--- src/rtl/serial_adder_pkg.sv ---
// serial_adder_pkg: shared types and constants for the bit-serial adder.
//   serial_adder_state_t : FSM state type (IDLE, RUN, DONE)
//   ST_*                 : state encodings
//   cnt_width()          : bit-counter width for a given operand width
package serial_adder_pkg;

  localparam logic [1:0] ST_IDLE = 2'd0;
  localparam logic [1:0] ST_RUN  = 2'd1;
  localparam logic [1:0] ST_DONE = 2'd2;

  typedef enum logic [1:0] {
    IDLE = ST_IDLE,
    RUN  = ST_RUN,
    DONE = ST_DONE
  } serial_adder_state_t;

  // Counter must index WIDTH shifts (0..WIDTH-1); keep at least one bit.
  function automatic int unsigned cnt_width(input int unsigned w);
    return (w > 1) ? $clog2(w) : 1;
  endfunction

endpackage

--- src/rtl/serial_adder_full_adder.sv ---
// full_adder: one-bit combinational full-adder cell.
//   a, b  : operand bits
//   c     : carry in
//   sum   : a ^ b ^ c
//   carry : majority(a, b, c)
module full_adder (
  input  logic a,
  input  logic b,
  input  logic c,
  output logic sum,
  output logic carry
);

  assign sum   = a ^ b ^ c;
  assign carry = (a & b) | (a & c) | (b & c);

endmodule

--- src/rtl/serial_adder.sv ---
// serial_adder: bit-serial WIDTH-bit adder with carry-in, LSB first.
//   clk, rst      : clock, synchronous active-high reset
//   start         : request, accepted only in IDLE
//   a, b, cin     : operands and carry-in, captured on accepted start
//   busy          : high in RUN and DONE
//   done          : one-cycle pulse when sum/cout (and ovf) are valid
//   sum, cout     : result, held until the next accepted start
//   ovf           : signed overflow, only when SERIAL_ADDER_OVF_EN is defined
module serial_adder
  import serial_adder_pkg::*;
#(
  parameter int unsigned WIDTH = 8
) (
  input  logic             clk,
  input  logic             rst,
  input  logic             start,
  input  logic [WIDTH-1:0] a,
  input  logic [WIDTH-1:0] b,
  input  logic             cin,
  output logic             busy,
  output logic             done,
  output logic [WIDTH-1:0] sum,
`ifdef SERIAL_ADDER_OVF_EN
  output logic             ovf,
`endif
  output logic             cout
);

  localparam int unsigned        CNT_W    = cnt_width(WIDTH);
  localparam logic [CNT_W-1:0]   CNT_LAST = CNT_W'(WIDTH - 1);

  serial_adder_state_t state_q, state_d;

  logic [WIDTH-1:0] a_q, a_d;
  logic [WIDTH-1:0] b_q, b_d;
  logic [WIDTH-1:0] sum_q, sum_d;
  logic             carry_q, carry_d;
  logic             cout_q, cout_d;
  logic [CNT_W-1:0] cnt_q, cnt_d;
  logic             busy_q, busy_d;
  logic             done_q, done_d;

  logic accept;
  logic shifting;
  logic last_bit;
  logic fa_sum;
  logic fa_carry;

  // Single shared cell: operand LSBs plus the carry flop.
  full_adder u_fa (
    .a     (a_q[0]),
    .b     (b_q[0]),
    .c     (carry_q),
    .sum   (fa_sum),
    .carry (fa_carry)
  );

  assign accept   = (state_q == IDLE) && start;
  assign shifting = (state_q == RUN);
  assign last_bit = shifting && (cnt_q == CNT_LAST);

  // State register.
  always_ff @(posedge clk) begin
    if (rst) begin
      state_q <= IDLE;
    end else begin
      state_q <= state_d;
    end
  end

  // Next-state logic.
  always_comb begin
    state_d = state_q;
    unique case (state_q)
      IDLE:    if (start) state_d = RUN;
      RUN:     if (cnt_q == CNT_LAST) state_d = DONE;
      DONE:    state_d = IDLE;
      default: state_d = IDLE;
    endcase
  end

  // Output decode, registered below so flags align with the state they describe.
  always_comb begin
    busy_d = 1'b0;
    done_d = 1'b0;
    if (state_d != IDLE) busy_d = 1'b1;
    if (state_d == DONE) done_d = 1'b1;
  end

  // Datapath next-state: capture on accept, shift on every RUN cycle.
  always_comb begin
    a_d     = a_q;
    b_d     = b_q;
    sum_d   = sum_q;
    carry_d = carry_q;
    cout_d  = cout_q;
    cnt_d   = cnt_q;
    if (accept) begin
      a_d     = a;
      b_d     = b;
      carry_d = cin;
      cnt_d   = '0;
    end else if (shifting) begin
      a_d     = a_q >> 1;
      b_d     = b_q >> 1;
      // New bit enters at the MSB; after WIDTH shifts bit 0 sits at the LSB.
      sum_d   = {fa_sum, sum_q[WIDTH-1:1]};
      carry_d = fa_carry;
      cout_d  = fa_carry;
      if (!last_bit) cnt_d = cnt_q + CNT_W'(1);
    end
  end

  // Datapath and output registers.
  always_ff @(posedge clk) begin
    if (rst) begin
      a_q     <= '0;
      b_q     <= '0;
      sum_q   <= '0;
      carry_q <= 1'b0;
      cout_q  <= 1'b0;
      cnt_q   <= '0;
      busy_q  <= 1'b0;
      done_q  <= 1'b0;
    end else begin
      a_q     <= a_d;
      b_q     <= b_d;
      sum_q   <= sum_d;
      carry_q <= carry_d;
      cout_q  <= cout_d;
      cnt_q   <= cnt_d;
      busy_q  <= busy_d;
      done_q  <= done_d;
    end
  end

  assign busy = busy_q;
  assign done = done_q;
  assign sum  = sum_q;
  assign cout = cout_q;

`ifdef SERIAL_ADDER_OVF_EN
  logic ovf_q, ovf_d;

  // Signed overflow: carry into the MSB (carry_q) differs from carry out.
  always_comb begin
    ovf_d = ovf_q;
    if (last_bit) ovf_d = carry_q ^ fa_carry;
  end

  always_ff @(posedge clk) begin
    if (rst) begin
      ovf_q <= 1'b0;
    end else begin
      ovf_q <= ovf_d;
    end
  end

  assign ovf = ovf_q;
`endif

endmodule
--- config.mk ---
export PLATFORM = sky130hd
export DESIGN_NAME = serial_adder
export DESIGN_NICKNAME = d
export VERILOG_FILES = /design/src/rtl/serial_adder_pkg.sv /design/src/rtl/serial_adder_full_adder.sv /design/src/rtl/serial_adder.sv
export SDC_FILE = /design/constraint.sdc
export NUM_CORES = 1
export LEC_CHECK = 0
export CORE_ASPECT_RATIO = 1.5
export CORE_UTILIZATION = 40
export DETAILED_ROUTE_END_ITERATION = 7
export GPL_ROUTABILITY_DRIVEN = 0
export PLACE_DENSITY = 0.66
export RECOVER_POWER = 25
export SKIP_CTS_REPAIR_TIMING = 1
export SYNTH_ARGS = -nofsm -noshare
export SYNTH_HDL_FRONTEND = slang
export SYNTH_HIERARCHICAL = 1
export SYNTH_SLANG_ARGS = --single-unit
--- constraint.sdc ---
create_clock -name clk -period 3.05 [get_ports clk]
set_clock_uncertainty 0.05 [all_clocks]
set_input_delay 0.61 -clock clk [delete_from_list [all_inputs] [get_ports clk]]
set_output_delay 0.61 -clock clk [all_outputs]
set_load 0.03 [all_outputs]
# [After elaboration in Yosys (flattened, before gate mapping)]
# Index checks and enable logic that the tools add are counted.
[classes] eq_ne=3 muxes=11 n_reduce_logical=8 bitwise=9 addsub=1
[op_table] cell="8-bit 2-to-1 mux" n=4
[op_table] cell="1-bit 2-to-1 mux" n=4
[op_table] cell="2-bit 2-to-1 mux" n=2
[op_table] cell="2-bit one-hot mux with 2 select lines" n=1
[op_table] cell="2-bit AND reduction" n=2
[op_table] cell="2-bit nonzero test" n=2
[op_table] cell="3-bit by 1-bit adder with 3-bit output (second input constant)" n=1
[op_table] cell="1-bit bitwise AND" n=3
[op_table] cell="3-bit == test (second input constant)" n=1
[op_table] cell="2-bit by 1-bit == test with 1-bit output (second input constant)" n=1
[op_table] cell="2-bit == test (second input constant)" n=1
[op_table] cell="1-bit logical AND" n=2
[op_table] cell="2-bit zero test" n=1
[op_table] cell="1-bit inverter" n=2
[op_table] cell="1-bit OR" n=2
[op_table] cell="2-bit OR reduction" n=1
[op_table] cell="1-bit bitwise XOR" n=2
[totals] word_cells=41 register_bits=33 out_inout_bits=11

# [Longest topological paths before layout]
[depth] ltp_word=5 mapped_depth=5

# [Modules after synthesis]
# Netlist, hierarchy kept.
[modules_own_cells] module="serial_adder" cells_per_inst=159 area_per_inst_um2=1396.3 instances=1
[modules_own_cells] module="full_adder" cells_per_inst=1 area_per_inst_um2=20.0 instances=1

# [Worst setup path before layout]
# Ideal clock, no wire load.
[synth_path] path_kind="input to register" from="input port start" to="register b_q[6]" path_slack_ns=1.601 setup_time_ns=0.133 required_time_ns=2.867 cell_stages=4 t_arrival_ns=1.266 path_cell_list="buf_2 > clkbuf_1 > o2bb2ai_1 > a211oi_2"
[synth_via] elab_chain_len=2 elab_cells_between_ends=3 cone_classes="mux (1); reduce/logical (2)"
[synth_lines] element="start: declaration" line="serial_adder.sv:16" text="input logic start,"
[synth_lines] element="1-bit logical AND *" line="serial_adder.sv:58" text="assign accept = (state_q == IDLE) && start;"
[synth_lines] element="8-bit 2-to-1 mux / 2-bit nonzero test (equally long branches)"
[synth_lines] element="end signal: assignment" line="serial_adder.sv:118" text="b_q <= '0;"
[synth_lines] element="end signal: assignment" line="serial_adder.sv:127" text="b_q <= b_d;"
[synth_lines] element="end: declaration" line="serial_adder.sv:35" text="logic [WIDTH-1:0] b_q, b_d;"
# Mark *: on every way between the ends. The rest lies on a longest branch, timed or not.
# A chain may end at the register's enable or synchronous reset.

# [Final worst setup path]
[layout_path] from="input port start" to="register cnt_q[2]"
[layout_via] elab_chain_len=2
[layout_lines] element="1-bit logical AND" line="serial_adder.sv:58"
[layout_lines] element="2-bit OR reduction (no line)"
[layout_lines] element="end signal: assignment" line="serial_adder.sv:131" text="cnt_q <= cnt_d;"
[layout_lines] element="end: declaration" line="serial_adder.sv:39" text="logic [CNT_W-1:0] cnt_q, cnt_d;"
# No other way between the ends.

==> results.txt <==
- The worst setup path is launched from an input port.
- Setup repair after global routing left no endpoint under its margin.
- Highest ir drop seen on vdd: 386.1 uV
- Along the worst path, the maximum fanout reaches 17.
- Synthesized netlist cell count: 160
* Htree depth: 2
- Met2 demand-to-capacity share in global routing: between 30% and 40%
* GRT Resource Usage Total: between 10% and 20%
- Crit path kind: input port to flip-flop
- Clock latency on the worst-skew pair: roughly 0.28 ns
- Synthesis inferred 33 register bits.
- Run status: finished, violations left
* Worst hold path cell count: 2
- Internal power: ~0.8 mW
- For this run the aggregate overflow at the end of global routing stands at 0.
- The checks that failed: DRC.
- TritonCTS clock tree: built
- 0 antenna diodes ended up in the layout.
- Total count of hold-check failures in the final report: 0
- For the pin with the worst max-slew slack, the measured transition is ~0.66 ns.
- Detailed routing inserted a total of between 1000 and 1500 vias.
* Final period utilization: 68.55%
- Max transition margin: 55.90%
* Final Max Slew Viols: 0
- Drt wl/cell: between 10 and 15 um
- The path with the worst hold slack has its endpoint at sum[0].
- Clock share of power: between 40% and 50%
- Core Rows: 26
- Length in cells of the worst reg-to-reg path: 4
- The number of clock buffers added by TritonCTS is 5.
* Number of design-rule violations left by the first detailed-router iteration: 20
- The number of global-route vias before repair was around 1100.
* Die Area: roughly 3800 um^2
- Entering global routing, the biggest net connects 18 pins.
* Setup Viol. Count Final: 0
- Of the synthesized area, sequential elements account for 46.64%.
- CP Capture Type: flip-flop
* RR Endpoint: cnt_q[2]
- Starting utilization of the core area: about two fifths
- Worst R2R Start: state_q[0]
- The worst register-to-register path has a setup slack of 1.14 ns.
- Root Buffer: clkbuf_8
* Final total power: 1.032 mW
- 31 I/O pins were placed.
* Most common cell after layout, fill and taps aside: dfxtp_1
- Routed Wire Length: 2924 um
* Power share of the sequential group: between 40% and 50%
* Proportion of power drawn by combinational gates: between 10% and 20%
* Fmax: ~0.48 GHz
- Buffer levels on the longest clock path: 2
* Post-DRT Antenna Nets: 0
- Measured along the x axis, the die boundary spans about 51 um.
- WP data required: roughly 3.2 ns
- Wire length of the first global-routing pass: a little under 5000 um
* Shortest period the worst path allows: roughly 2.1 ns
- After detailed routing, the number of remaining DRC violations is 1.
* Post-synth cell types: 26
- The path class of the tightest hold or removal check is flip-flop to flip-flop.
* CTS Sinks: 33
- The area growth from synthesis to layout is 28.36%.
- Per-instance average area after synthesis: slightly below 9 um^2
- Reported max-cap violation count: 0
* Power density over the cells: roughly 570 nW/um^2
- Fraction of final layout cells with drive strength greater than 1: under 10%
- Global routing consumed, on the met1 layer, a little under a fifth of the routing resources.
* Most frequent cells in the layout: dfxtp_1, nor2_1, clkdlybuf4s50_1
- In this run the cell area of the synthesized design comes to 1416 um^2.
- Layer with the highest usage after global routing: met2
* Clock-pin slew on the worst setup and hold paths: roughly 0.060 ns
- Dividing the detail-routed via count by the number of cells gives ~5.3.
- The number of antenna violations at the first check in global routing came to 0.
- Count of input and output buffers: 30
- At the end of the flow, the number of nets in the layout was 210.
- DR pass1 iterations: 6
- Setup_tns: 0 ns
- The number of nets handed over by synthesis was 183.
- Power dissipated by switching net loads: 0.2424 mW
- DP HPWL: between 2000 and 2500 um
* Routing usage on met3: 6.061%
* Core Region: roughly 3400 um^2
* Hold wc startpoint: sum[0]
- Switching share of total power: a little under a quarter
* Vertical extent of the die: 74.88 um
- P_leak: approximately 0.66 nW
- For this run, the number of Yosys warnings is 6.
- Data arrival at the endpoint of the critical path: between 2 and 2.5 ns
[cells by family (layout without fill, tap and decap cells)]
| family | Yosys count | count (layout) | synth area share, % |
|---|---|---|---|
| compound gates | 48 | 48 | 24.91 |
| buf+inv | 14 | 42 | 6.094 |
| flops | 33 | 33 | 46.64 |
| xor+xnor | 1 | 1 | 0.6185 |
| simple gates | 61 | 61 | 18.55 |
| fa+ha+maj | 3 | 3 | 3.180 |
[cell type report]
class | instances | area, um^2
clock buffer | 7 | 86.33
clock inverter | 1 | 30.03
fill | 331 | 1565
inverter | 2 | 7.507
multi-input combinational | 113 | 669.4
sequential | 33 | 660.6
tap | 42 | 52.55
timing repair buffer | 32 | 311.5
[worst max-delay path by stage]
stage / cells past startpoint / from / endpoint
6_report: 4 / start / cnt_q[2]
5_1_grt: 4 / start / cnt_q[0]
4_1_cts: 4 / start / cnt_q[2]
3_5_place_dp: 4 / start / cnt_q[2]
3_3_place_gp: 4 / start / cnt_q[2]
2_1_floorplan: 4 / start / b_q[6]
[metrics by stage]
step           setup slack [ns]  util [%]  hold WS, ns  cells  cell area, um^2
2_1_floorplan             1.601         -       0.4039    160             1416
3_3_place_gp             0.8146     50.41       0.3931    222             1705
3_5_place_dp             0.7438     50.41       0.4036    222             1705
4_1_cts                   1.042     53.85       0.4126    230             1822
5_1_grt                  0.8744     53.74       0.4456    230             1818
6_report                 0.9592     53.74       0.4104    230             1818
[registers in the layout, indices dropped and copies added, names as in the netlist]
name     count
a_q          8
busy         1
cnt_q        3
sum          8
carry_q      1
done         1
state_q      2
b_q          8
cout         1
[worst max-delay path, cell delays in order]
cell and delay (ns):
dlygate4sd3_1 0.96, nor3b_1 0.39, or2_2 0.20, a21oi_1 0.04
[cell usage after synthesis (all sizes together)]
master   number  area (um^2)
dfxtp        33        660.6
nor2         32        120.1
nand2        20        75.07
a211oi       15        117.6
o2bb2ai      13        113.9
a21oi        11        55.05
buf           8        63.80
nor3b         5        42.54
clkbuf        4        15.01
o21ai         3        15.01
a22oi         2        15.01
ha            2        25.02
inv           2        7.500
nand2b        2        12.51
o22ai         2        12.51
fa            1        20.02
nor2b         1        6.260
o21ba         1        16.27
o21bai        1        7.510
or2           1        6.260
xnor2         1        8.760
[per-layer routing]
| metal | up-vias | routed length [um] |
|---|---|---|
| met4 | 0 | 61 |
| met1 | 578 | 1236 |
| li1 | 612 | - |
| met2 | 30 | 1477 |
| met5 | - | 0 |
| met3 | 5 | 149 |
[power groups by stage]
stage               clock network [mW]  registers [mW]  logic, mW
global placement                     0           0.485      0.135
detailed placement                   0           0.485      0.137
floorplan                            0           0.487     0.0931
global route                     0.451           0.480      0.150
finish                           0.422           0.476      0.134
CTS                              0.429           0.476      0.138
No activity file was read; power rests on OpenSTA's default activity.
